$ cat src/rtl/dram_pkg.sv
// rtl/dram_pkg.sv - shared command/state types and default DRAM timing for the command scheduler
package dram_pkg;

  typedef enum logic [2:0] {
    CMD_NOP  = 3'd0,
    CMD_ACT  = 3'd1,
    CMD_PRE  = 3'd2,
    CMD_RD   = 3'd3,
    CMD_WR   = 3'd4,
    CMD_REF  = 3'd5,
    CMD_PREA = 3'd6
  } cmd_t;

  typedef enum logic [2:0] {
    ST_SERVE,
    ST_REF_PREA,
    ST_REF_RP,
    ST_REF_ISSUE,
    ST_REF_RFC
  } ref_state_t;

  localparam int DEF_T_RCD = 14;
  localparam int DEF_T_RP  = 14;
  localparam int DEF_T_RAS = 32;
  localparam int DEF_T_CCD = 4;
  localparam int DEF_T_RFC = 160;

  // Fire-to-fire distance of the quickest follow-up command: select one cycle, present the next.
  localparam int CMD_LAT = 2;

  function automatic int max_of(input int a, input int b);
    return (a > b) ? a : b;
  endfunction

endpackage

$ cat src/rtl/sched_req_fifo.sv
// rtl/sched_req_fifo.sv - in-order request FIFO; push is refused when full even if a pop coincides
module sched_req_fifo #(
  parameter int DEPTH = 8,
  parameter int W     = 8
) (
  input  logic         clk,
  input  logic         nRST,
  input  logic         push,
  input  logic [W-1:0] din,
  input  logic         pop,
  output logic [W-1:0] dout,
  output logic         full,
  output logic         empty
);
  localparam int AW = $clog2(DEPTH);
  localparam logic [AW:0] FULL_CNT = (AW+1)'(DEPTH);

  logic [W-1:0]  mem_q [DEPTH];
  logic [AW-1:0] wr_ptr_q, rd_ptr_q;
  logic [AW:0]   count_q;
  logic          do_push, do_pop;

  assign full    = (count_q == FULL_CNT);
  assign empty   = (count_q == '0);
  assign do_push = push && !full;
  assign do_pop  = pop && !empty;
  assign dout    = mem_q[rd_ptr_q];

  always_ff @(posedge clk) begin
    if (do_push) mem_q[wr_ptr_q] <= din;
  end

  always_ff @(posedge clk or negedge nRST) begin
    if (!nRST) begin
      wr_ptr_q <= '0;
      rd_ptr_q <= '0;
      count_q  <= '0;
    end else begin
      if (do_push) wr_ptr_q <= wr_ptr_q + AW'(1);
      if (do_pop)  rd_ptr_q <= rd_ptr_q + AW'(1);
      case ({do_push, do_pop})
        2'b10:   count_q <= count_q + (AW+1)'(1);
        2'b01:   count_q <= count_q - (AW+1)'(1);
        default: count_q <= count_q;
      endcase
    end
  end

endmodule

$ cat src/rtl/dram_cmd_scheduler.sv
// rtl/dram_cmd_scheduler.sv - in-order multi-bank DRAM command scheduler with refresh sequencing
module dram_cmd_scheduler
  import dram_pkg::*;
#(
  parameter int NBANKS = 16,
  parameter int ROW_W  = 16,
  parameter int COL_W  = 10,
  parameter int DEPTH  = 8,
  parameter int T_RCD  = DEF_T_RCD,
  parameter int T_RP   = DEF_T_RP,
  parameter int T_RAS  = DEF_T_RAS,
  parameter int T_CCD  = DEF_T_CCD,
  parameter int T_RFC  = DEF_T_RFC
) (
  input  logic                      clk,
  input  logic                      nRST,
  input  logic                      req_valid,
  output logic                      req_ready,
  input  logic                      req_wr,
  input  logic [$clog2(NBANKS)-1:0] req_bank,
  input  logic [ROW_W-1:0]          req_row,
  input  logic [COL_W-1:0]          req_col,
  output logic                      cmd_valid,
  input  logic                      cmd_ready,
  output logic [2:0]                cmd_type,
  output logic [$clog2(NBANKS)-1:0] cmd_bank,
  output logic [ROW_W-1:0]          cmd_row,
  output logic [COL_W-1:0]          cmd_col,
  input  logic                      rf_req,
  output logic                      rf_ack,
  output logic [NBANKS-1:0]         open_mask,
  output logic                      busy
);
  localparam int BW   = $clog2(NBANKS);
  localparam int TMAX = max_of(max_of(max_of(T_RCD, T_RP), max_of(T_RAS, T_CCD)), max_of(T_RFC, CMD_LAT));
  localparam int CW   = $clog2(TMAX + 1);
  localparam int PW   = 1 + BW + ROW_W + COL_W;

  // Counters hold the fire distance a command selected now would achieve, hence the CMD_LAT preload.
  localparam logic [CW-1:0] RCD_C   = CW'(T_RCD);
  localparam logic [CW-1:0] RP_C    = CW'(T_RP);
  localparam logic [CW-1:0] RAS_C   = CW'(T_RAS);
  localparam logic [CW-1:0] CCD_C   = CW'(T_CCD);
  localparam logic [CW-1:0] RFC_C   = CW'(T_RFC);
  localparam logic [CW-1:0] LAT_C   = CW'(CMD_LAT);
  localparam logic [CW-1:0] TMAX_C  = CW'(TMAX);
  localparam logic [CW-1:0] ACT_SAT = CW'(max_of(T_RAS, T_RCD));

  ref_state_t         st_q, st_d;
  logic               cmd_valid_q;
  cmd_t               cmd_type_q, nxt_type;
  logic [BW-1:0]      cmd_bank_q, nxt_bank;
  logic [ROW_W-1:0]   cmd_row_q, nxt_row;
  logic [COL_W-1:0]   cmd_col_q, nxt_col;
  logic [CW-1:0]      ccd_cnt_q, tmr_q;
  logic               fire, load, serve, pop, fifo_full, fifo_empty;
  logic [PW-1:0]      fifo_dout;
  logic               h_wr;
  logic [BW-1:0]      h_bank;
  logic [ROW_W-1:0]   h_row;
  logic [COL_W-1:0]   h_col;
  logic [NBANKS-1:0]  open_v, ras_ok, rp_ok;
  logic [ROW_W-1:0]   bank_row [NBANKS];
  logic [CW-1:0]      act_cnt  [NBANKS];
  logic [CW-1:0]      pre_cnt  [NBANKS];

  assign fire      = cmd_valid_q && cmd_ready;
  assign pop       = fire && ((cmd_type_q == CMD_RD) || (cmd_type_q == CMD_WR));
  assign req_ready = !fifo_full;
  assign {h_wr, h_bank, h_row, h_col} = fifo_dout;

  sched_req_fifo #(.DEPTH(DEPTH), .W(PW)) u_fifo (
    .clk   (clk),
    .nRST  (nRST),
    .push  (req_valid),
    .din   ({req_wr, req_bank, req_row, req_col}),
    .pop   (pop),
    .dout  (fifo_dout),
    .full  (fifo_full),
    .empty (fifo_empty)
  );

  for (genvar b = 0; b < NBANKS; b++) begin : g_bank
    logic             open_b_q;
    logic [ROW_W-1:0] row_b_q;
    logic [CW-1:0]    act_b_q, pre_b_q;
    logic             sel_b;

    assign sel_b = (cmd_bank_q == BW'(b));

    always_ff @(posedge clk or negedge nRST) begin
      if (!nRST) begin
        open_b_q <= 1'b0;
        row_b_q  <= '0;
        act_b_q  <= ACT_SAT;
        pre_b_q  <= RP_C;
      end else begin
        if (fire && sel_b && (cmd_type_q == CMD_ACT)) begin
          open_b_q <= 1'b1;
          row_b_q  <= cmd_row_q;
          act_b_q  <= LAT_C;
        end else if (act_b_q < ACT_SAT) begin
          act_b_q <= act_b_q + CW'(1);
        end
        if (fire && ((sel_b && (cmd_type_q == CMD_PRE)) || (cmd_type_q == CMD_PREA))) begin
          open_b_q <= 1'b0;
          pre_b_q  <= LAT_C;
        end else if (pre_b_q < RP_C) begin
          pre_b_q <= pre_b_q + CW'(1);
        end
      end
    end

    assign open_v[b]   = open_b_q;
    assign bank_row[b] = row_b_q;
    assign act_cnt[b]  = act_b_q;
    assign pre_cnt[b]  = pre_b_q;
    assign ras_ok[b]   = !open_b_q || (act_b_q >= RAS_C);
    assign rp_ok[b]    = (pre_b_q >= RP_C);
  end

  always_comb begin
    st_d     = st_q;
    load     = 1'b0;
    serve    = 1'b0;
    nxt_type = CMD_NOP;
    nxt_bank = '0;
    nxt_row  = '0;
    nxt_col  = '0;
    case (st_q)
      ST_SERVE: serve = 1'b1;
      ST_REF_PREA: begin
        if (cmd_valid_q) begin
          if (fire) st_d = ST_REF_RP;
        end else if (open_v == '0) begin
          if (&rp_ok) begin
            load     = 1'b1;
            nxt_type = CMD_REF;
            st_d     = ST_REF_ISSUE;
          end
        end else if (&ras_ok) begin
          load     = 1'b1;
          nxt_type = CMD_PREA;
        end
      end
      ST_REF_RP: begin
        if (tmr_q >= RP_C) begin
          load     = 1'b1;
          nxt_type = CMD_REF;
          st_d     = ST_REF_ISSUE;
        end
      end
      ST_REF_ISSUE: if (fire) st_d = ST_REF_RFC;
      ST_REF_RFC: begin
        if (tmr_q >= RFC_C) begin
          st_d  = ST_SERVE;
          serve = 1'b1;
        end
      end
      default: st_d = ST_SERVE;
    endcase

    // Strictly in-order: only the FIFO head is ever considered.
    if (serve && !cmd_valid_q) begin
      if ((st_q == ST_SERVE) && rf_req) begin
        st_d = ST_REF_PREA;
      end else if (!fifo_empty) begin
        nxt_bank = h_bank;
        if (open_v[h_bank]) begin
          if (bank_row[h_bank] == h_row) begin
            if ((act_cnt[h_bank] >= RCD_C) && (ccd_cnt_q >= CCD_C)) begin
              load     = 1'b1;
              nxt_type = h_wr ? CMD_WR : CMD_RD;
              nxt_col  = h_col;
            end
          end else if (act_cnt[h_bank] >= RAS_C) begin
            load     = 1'b1;
            nxt_type = CMD_PRE;
          end
        end else if (pre_cnt[h_bank] >= RP_C) begin
          load     = 1'b1;
          nxt_type = CMD_ACT;
          nxt_row  = h_row;
        end
      end
    end
  end

  always_ff @(posedge clk or negedge nRST) begin
    if (!nRST) begin
      st_q        <= ST_SERVE;
      cmd_valid_q <= 1'b0;
      cmd_type_q  <= CMD_NOP;
      cmd_bank_q  <= '0;
      cmd_row_q   <= '0;
      cmd_col_q   <= '0;
      ccd_cnt_q   <= CCD_C;
      tmr_q       <= TMAX_C;
    end else begin
      st_q <= st_d;
      if (fire) begin
        cmd_valid_q <= 1'b0;
        cmd_type_q  <= CMD_NOP;
      end else if (load && !cmd_valid_q) begin
        cmd_valid_q <= 1'b1;
        cmd_type_q  <= nxt_type;
        cmd_bank_q  <= nxt_bank;
        cmd_row_q   <= nxt_row;
        cmd_col_q   <= nxt_col;
      end
      if (pop) ccd_cnt_q <= LAT_C;
      else if (ccd_cnt_q < CCD_C) ccd_cnt_q <= ccd_cnt_q + CW'(1);
      if (fire && ((cmd_type_q == CMD_PREA) || (cmd_type_q == CMD_REF))) tmr_q <= LAT_C;
      else if (tmr_q < TMAX_C) tmr_q <= tmr_q + CW'(1);
    end
  end

  assign cmd_valid = cmd_valid_q;
  assign cmd_type  = cmd_type_q;
  assign cmd_bank  = cmd_bank_q;
  assign cmd_row   = cmd_row_q;
  assign cmd_col   = cmd_col_q;
  assign rf_ack    = fire && (cmd_type_q == CMD_REF);
  assign open_mask = open_v;
  assign busy      = !fifo_empty || (st_q != ST_SERVE);

endmodule

$ cat config.mk
export PLATFORM = sky130hd
export DESIGN_NAME = dram_cmd_scheduler
export DESIGN_NICKNAME = d
export VERILOG_FILES = /design/src/rtl/dram_pkg.sv /design/src/rtl/sched_req_fifo.sv /design/src/rtl/dram_cmd_scheduler.sv
export SDC_FILE = /design/constraint.sdc
export NUM_CORES = 2
export LEC_CHECK = 0
export ABC_CLOCK_PERIOD_IN_PS = 4300
export BUFFER_PORTS_ARGS = -buffer_cell sky130_fd_sc_hd__clkbuf_2
export CAP_MARGIN = 20
export CORE_MARGIN = 2
export CORE_UTILIZATION = 25
export DETAILED_ROUTE_END_ITERATION = 10
export REMOVE_ABC_BUFFERS = 1
export SLEW_MARGIN = 30
export SYNTH_ARGS = -nofsm -noshare
export SYNTH_HDL_FRONTEND = slang
export SYNTH_HIERARCHICAL = 1
export SYNTH_SLANG_ARGS = --single-unit
$ cat constraint.sdc
create_clock -name clk -period 4.3 [get_ports clk]
set_input_delay 0.86 -clock clk [delete_from_list [all_inputs] [get_ports clk]]
set_output_delay 0.86 -clock clk [all_outputs]
set_load 0.1 [all_outputs]
After elaboration in Yosys (flattened, before gate mapping)

Memory sizes are Yosys's and may differ from the RTL's.
Cells that the tools add are included.
W data, S select, Z words.

Register bits after elaboration: 591
Latch bits: 0
Memory bits (writable): 248
Memory bits (read-only): 0
Input port bits: 36
Output and inout port bits: 53
Word-level logic and storage cells: 580
Memories kept: 1

$add $sub $neg: 38
Multipliers: 0
Divide/modulo/power cells: 0
Order comparisons: 74
Equality and inequality tests: 29
Shifts and indexed selects: 0
Multiplexer cells: 173
Bitwise logic cells: 2
Reduce and logical (&&, ||, !) cells: 188

Memory list:

| memory       | words | width | rd ports | clocked after Yosys merged registers in | wr ports | line                 | source |
|---|---|---|---|---|---|---|---|
| u_fifo.mem_q | 8     | 31    | 1        | 0                                       | 1        | sched_req_fifo.sv:18 | `logic [W-1:0] mem_q [DEPTH];` |

Operators with widths:

| kind                  | number |
|---|---|
| $mux W8               | 72 |
| $add A8 B1 Y8 const B | 34 |
| $ge A8 B4 Y1 const B  | 19 |
| $ge A8 B6 Y1 const B  | 17 |
| $lt A8 B4 Y1 const B  | 16 |
| $lt A8 B6 Y1 const B  | 16 |
| $mux W16              | 7 |
| $reduce_bool A2 Y1    | 52 |
| $mux W3               | 25 |
| $logic_and A1 B1 Y1   | 74 |
| $bmux W16 S4          | 1 |
| $bmux W8 S4           | 2 |
| $mux W10              | 6 |
| $mux W1               | 51 |
| $eq A4 B4 Y1 const B  | 9 |
| $logic_or A1 B1 Y1    | 35 |
| $reduce_and A16 Y1    | 2 |
| $logic_not A1 Y1      | 19 |
| $eq A16 B16 Y1        | 1 |
| $eq A4 B3 Y1 const B  | 4 |
| $logic_not A16 Y1     | 1 |
| $pmux W3 S5           | 1 |
| $eq A3 B2 Y1 const B  | 4 |
| $eq A3 B3 Y1 const B  | 4 |
| other kinds (25)      | 32 |

Depth between registers and ports, before layout

Depth in word-level cells: 16
Depth in mapped cells: 20
Depth with buffers taken out: 11

Modules after synthesis

The synthesis kept the hierarchy.

Modules (own cells, without submodules):

| module             | instances | cells an instance | area each (sq um) | seq. area each (sq um) |
|---|---|---|---|---|
| dram_cmd_scheduler | 1         | 2,373             | 27,228.6          | 14,622.8 |
| sched_req_fifo     | 1         | 426               | 10,194.8          | 7,697.4 |

Worst setup path after synthesis

No wires, ideal clock.

Kind: reg2reg
From: register u_fifo.rd_ptr_q[0]
To: register cmd_row_q[12] (netlist: cmd_row[12])
Setup time: 121 ps
Arrival: 4,239 ps
Required time: 4,179 ps
Setup slack: -60 ps
Stages on the path, launching flop included: 19
Buffers on the path: 8
Clock period less this slack: 4,360 ps
Cells stage by stage: dfrtp_1 > buf_6 > buf_6 > mux4_1 > mux2_2 > buf_6 > buf_6 > buf_6 > buf_2 > a21oi_1 > a211oi_1 > a41o_1 > a211o_1 > or3_1 > or3_1 > a311o_1 > buf_6 > buf_6 > a22o_1

Longest elaborated chain between the ends: 15
Elaborated cells between the ends (all ways): 33
Classes of those cells: 3 x order compare; 1 x eq/ne; 24 x mux; 1 x bitwise; 3 x reduce/logical; 1 x memory

RTL lines:

| element                                    | line                                                 | source |
|---|---|---|
| start: declaration                         | sched_req_fifo.sv:19                                 | `logic [AW-1:0] wr_ptr_q, rd_ptr_q;` |
| start signal: assignment                   | sched_req_fifo.sv:40                                 | `if (do_pop) rd_ptr_q <= rd_ptr_q + AW'(1);` |
| $mem_v2 Z8 W31 *                           | -                                                    |  |
| net fifo_dout[26]                          | dram_cmd_scheduler.sv:57                             | `logic [PW-1:0] fifo_dout;` |
| $not A4 Y5 (not written as such)           | -                                                    |  |
| $bmux W8 S4                                | dram_cmd_scheduler.sv:171, dram_cmd_scheduler.sv:176 |  |
| $mux W8 (not written as such) (2 in a row) | dram_cmd_scheduler.sv:171, dram_cmd_scheduler.sv:176 |  |
| $ge A8 B4 Y1                               | dram_cmd_scheduler.sv:171                            | `if ((act_cnt[h_bank] >= RCD_C) && (ccd_cnt_q >= CCD_C)) begin` |
| $logic_and A1 B1 Y1                        | dram_cmd_scheduler.sv:171                            |  |
| $mux W1                                    | dram_cmd_scheduler.sv:171                            |  |
| $mux W1                                    | dram_cmd_scheduler.sv:170                            | `if (bank_row[h_bank] == h_row) begin` |
| $mux W1                                    | dram_cmd_scheduler.sv:169                            | `if (open_v[h_bank]) begin` |
| $mux W1                                    | dram_cmd_scheduler.sv:167                            | `end else if (!fifo_empty) begin` |
| $mux W1                                    | dram_cmd_scheduler.sv:165                            | `if ((st_q == ST_SERVE) && rf_req) begin` |
| $mux W1                                    | dram_cmd_scheduler.sv:164                            | `if (serve && !cmd_valid_q) begin` |
| $logic_and A1 B1 Y1                        | dram_cmd_scheduler.sv:204                            | `end else if (load && !cmd_valid_q) begin` |
| $reduce_and A2 Y1 (no source line)         | -                                                    |  |
| end signal: assignment                     | dram_cmd_scheduler.sv:208                            | `cmd_row_q <= nxt_row;` |
| end: declaration                           | dram_cmd_scheduler.sv:53                             | `logic [ROW_W-1:0] cmd_row_q, nxt_row;` |

Mark *: on every way through the listed nets, which the timed path passes. The rest lies on a longest branch. The select of a mux whose other input is x is not followed.
A chain may end at the register's enable or synchronous reset.

Worst setup path after layout

From: register u_fifo.rd_ptr_q[0]
To: register cmd_col_q[4] (netlist: cmd_col[4])

Longest elaborated chain between the ends: 15
Elaborated cells between the ends (all ways): 34
Classes of those cells: 3 x order compare; 1 x eq/ne; 25 x mux; 1 x bitwise; 3 x reduce/logical; 1 x memory

RTL lines:

| element                                    | line                                                 | source |
|---|---|---|
| $mem_v2 Z8 W31 *                           | -                                                    |  |
| net fifo_dout[26]                          | dram_cmd_scheduler.sv:57                             |  |
| $not A4 Y5 (not written as such)           | -                                                    |  |
| $bmux W8 S4                                | dram_cmd_scheduler.sv:171, dram_cmd_scheduler.sv:176 |  |
| $mux W8 (not written as such) (2 in a row) | dram_cmd_scheduler.sv:171, dram_cmd_scheduler.sv:176 |  |
| $ge A8 B4 Y1                               | dram_cmd_scheduler.sv:171                            |  |
| $logic_and A1 B1 Y1                        | dram_cmd_scheduler.sv:171                            |  |
| $mux W1                                    | dram_cmd_scheduler.sv:171                            |  |
| $mux W1                                    | dram_cmd_scheduler.sv:170                            |  |
| $mux W1                                    | dram_cmd_scheduler.sv:169                            |  |
| $mux W1                                    | dram_cmd_scheduler.sv:167                            |  |
| $mux W1                                    | dram_cmd_scheduler.sv:165                            |  |
| $mux W1                                    | dram_cmd_scheduler.sv:164                            |  |
| $logic_and A1 B1 Y1                        | dram_cmd_scheduler.sv:204                            |  |
| $reduce_and A2 Y1 (no source line)         | -                                                    |  |
| end signal: assignment                     | dram_cmd_scheduler.sv:209                            | `cmd_col_q <= nxt_col;` |
| end: declaration                           | dram_cmd_scheduler.sv:54                             | `logic [COL_W-1:0] cmd_col_q, nxt_col;` |

Marked as above.

==> qor.txt <==
Distinct cells, synth -> 66
placed cell count -> 4845
Startpoint Class -> register
Initial Util -> 25.3%
period utilization -> 104%
dominant cell type by area after synthesis -> dfrtp_1
Final ANT Viol Nets -> 0
vias in the first global route -> 23300
final hold slack -> 0.0704 ns
Pwr per Cell Area -> 651 mW/mm^2
Synth Area per Inst -> 13.4 sq um
Root Buffer -> clkbuf_16
DRT iter0 DRCs -> 1652
top-count cell post-synth -> dfrtp_1
placed wire-length estimate -> 63000 um
gp weighted congestion -> 0.859
vias per cell -> 4.61
GRT Util Overall -> 12.5%
Post-Synthesis Cells -> 2799
Pleak -> 0.0186 uW
crit path kind -> reg -> reg
DRT Pass-1 Iters -> 5
worst min path class -> in -> async
worst-path fanout max -> 26
final instance area -> 0.0442 sq mm
DRC viols -> 0
wirelength, routed -> 95300 um
synth cell count leaders -> dfrtp_1 (524), nand2_1 (335), edfxtp_1 (248), nor2_1 (234), mux2_2 (226)
sequential-to-total area share from yosys stat -> 59.6%
final slew viol count -> 0
initial antenna violation count -> 8
area of the core -> 0.148 sq mm
RSZ-0062 raised after global routing -> true
Final Critical Period -> 4.48 ns
non-filler cells, final -> 5008
crit end category -> register
Die Ht -> 391 um
cell row count -> 141
clk_skew -> 0.0359 ns
post-route worst setup slack -> -0.177 ns
Worst EP arrival -> 5.03 ns
Reg2Reg Setup Slack -> -0.18 ns
clock transition at the registers of the reported paths -> 0.07 ns
IO buf count -> 88
Placed Area -> 0.0412 sq mm
first-pass GRT wire length -> 147000 um
I/O pin total -> 89
outcome -> finished, violations left
endpoints failing setup -> 33
post-synth top area share -> 35.0%
Layout area overhead -> 18.1%
pin count of the biggest net entering global routing -> 159
layout cell share with drive strength beyond 1 -> 25.5%
Synth warnings -> 6
die width -> 391 um
clk_lat worst skew -> 0.68 ns
die area -> 0.153 sq mm
violated checks -> setup timing
synthesized cell area -> 0.0374 sq mm
CP required -> 4.85 ns
Post-synth ARST share -> 70.4%
Post-synth top flop -> dfrtp_1
Max-Cap Viols -> 0
top post-synthesis cells by area -> dfrtp_1 (35%), edfxtp_1 (20%), mux2_2 (6.8%)
EDFF count, synth -> 248
Overflow after GRT -> 0
Avg WL per Cell -> 19.0 um
TritonCTS clock tree -> yes
Synth Register Bits -> 839
cts hold-fix bufs -> 0
slew of the pin with the lowest slew margin -> 1.02 ns
worst vdd ir -> 0.406 mV
Num CTS Buffers -> 84
H-tree depth -> 3
CTS Buffer Depth -> 3
vias post-DR -> 23100
fmax -> 223 MHz
worst rel slew slack -> 31.7%
final hold vios -> 0
TritonCTS sink count -> 839
Layout Nets -> 3116
## critical path, stage by stage, from the launching register on
cell	delay, ns
dfrtp_4	0.45
mux4_2	0.56
mux2_8	0.37
buf_4	0.19
inv_2	0.10
mux4_2	0.54
a41o_1	0.24
a211o_1	0.34
or3_1	0.32
or3_4	0.35
a311o_2	0.42
buf_12	0.19
a22o_1	0.25
## per-stage QoR
stage               util, %  setup TNS (ns)  worst slack [ns]  total power, uW
floorplan                 -         -118.64             -3.53            17400
global placement       27.8           -8.15            -0.247            21100
detailed placement     27.8           -7.80            -0.248            21300
CTS                    29.8           -4.68            -0.168            29000
global route           29.8           -8.22            -0.277            30400
finish                 29.8           -4.73            -0.177            28800
## cell usage in the layout, fill, tap and decap left out, drive strengths merged, types with 6 or more instances in the layout
cell    instances
buf           170
a41oi          35
mux2          227
o21ai          28
ha             73
nand4          21
a21oi          29
nor3           45
edfxtp        248
xor2           61
a22o           32
dfstp          67
nor2b          34
clkinv         17
a22oi          25
a31oi          23
nor4           28
a211oi          7
mux4          112
and2           78
o211ai         25
nor2          234
nand2b          6
xnor2          86
nand3          51
nand2         335
dfrtp         524
o221ai         13
inv            74
a221o           6
mux2i          79
a311oi          7
or3             6
clkbuf        215
## power by group
| part | total [uW] | leakage (uW) | internal [uW] | switching (uW) |
|---|---|---|---|---|
| logic | 9920 | 0.00742 | 4060 | 5860 |
| clock network | 7510 | 0.00138 | 4300 | 3210 |
| registers | 11300 | 0.00981 | 9810 | 1530 |
## sequential cells by signal, summed over array words and instances (netlist names)
signal	count
ccd_cnt_q	8
cmd_bank	4
cmd_col	10
cmd_row	16
cmd_type	3
cmd_valid	1
g_bank.act_b_q	128
g_bank.open_b_q	16
g_bank.pre_b_q	128
g_bank.row_b_q	256
st_q	3
tmr_q	8
u_fifo/count_q	4
u_fifo/mem_q	248
u_fifo/rd_ptr_q	3
u_fifo/wr_ptr_q	3
## area by class of cell
type	instances	area, sq um
Clock buffer	128	2470
Tap cell	1930	2410
Timing Repair Buffer	257	2000
Inverter	72	270
Antenna cell	2	5.00
Clock inverter	28	364
Multi-Input combinational cell	1752	14300
Fill cell	15000	104000
Sequential cell	839	22300
## cells by family after synthesis
group                    synth area share (%)
multiplexers                             16.3
flip-flops                               59.6
adder cells (fa/ha/maj)                  2.49
buffers and inverters                    2.69
AND/OR/NAND/NOR                          10.4
AO/OA/AOI/OAI                            5.09
XOR/XNOR                                 3.44
## metal layers
layer / part of all wire (%) / up-vias / GRT usage [%]
li1: - / 10500 / -
met1: 46 / 11900 / 17.3
met2: 46 / 559 / 19.7
met3: 6.2 / 141 / 2.88
met4: 1.9 / 10 / 2.96
met5: 0.054 / - / 0
## repair_timing
item,in CTS,in global routing
gates resized for setup,20,3
hold endpoints to repair,0,0
gates cloned,1,0
setup endpoints to repair,34,34
buffers inserted,4,0
pin swaps,2,1
## worst paths after layout
path | start | depth (start not counted) | end
setup / recovery | u_fifo/rd_ptr_q[0] | 12 | cmd_col[4]
hold / removal | nRST | 1 | u_fifo/wr_ptr_q[0]
setup reg to reg | u_fifo/rd_ptr_q[0] | 12 | cmd_col[4]
hold reg to reg | g_bank[2].row_b_q[0] | 2 | g_bank[2].row_b_q[0]
max in group asynchronous | nRST | 2 | g_bank[1].pre_b_q[0]
min in group clk | req_col[6] | 1 | u_fifo/mem_q[0][6]
Power figures use the tool's default switching activity.
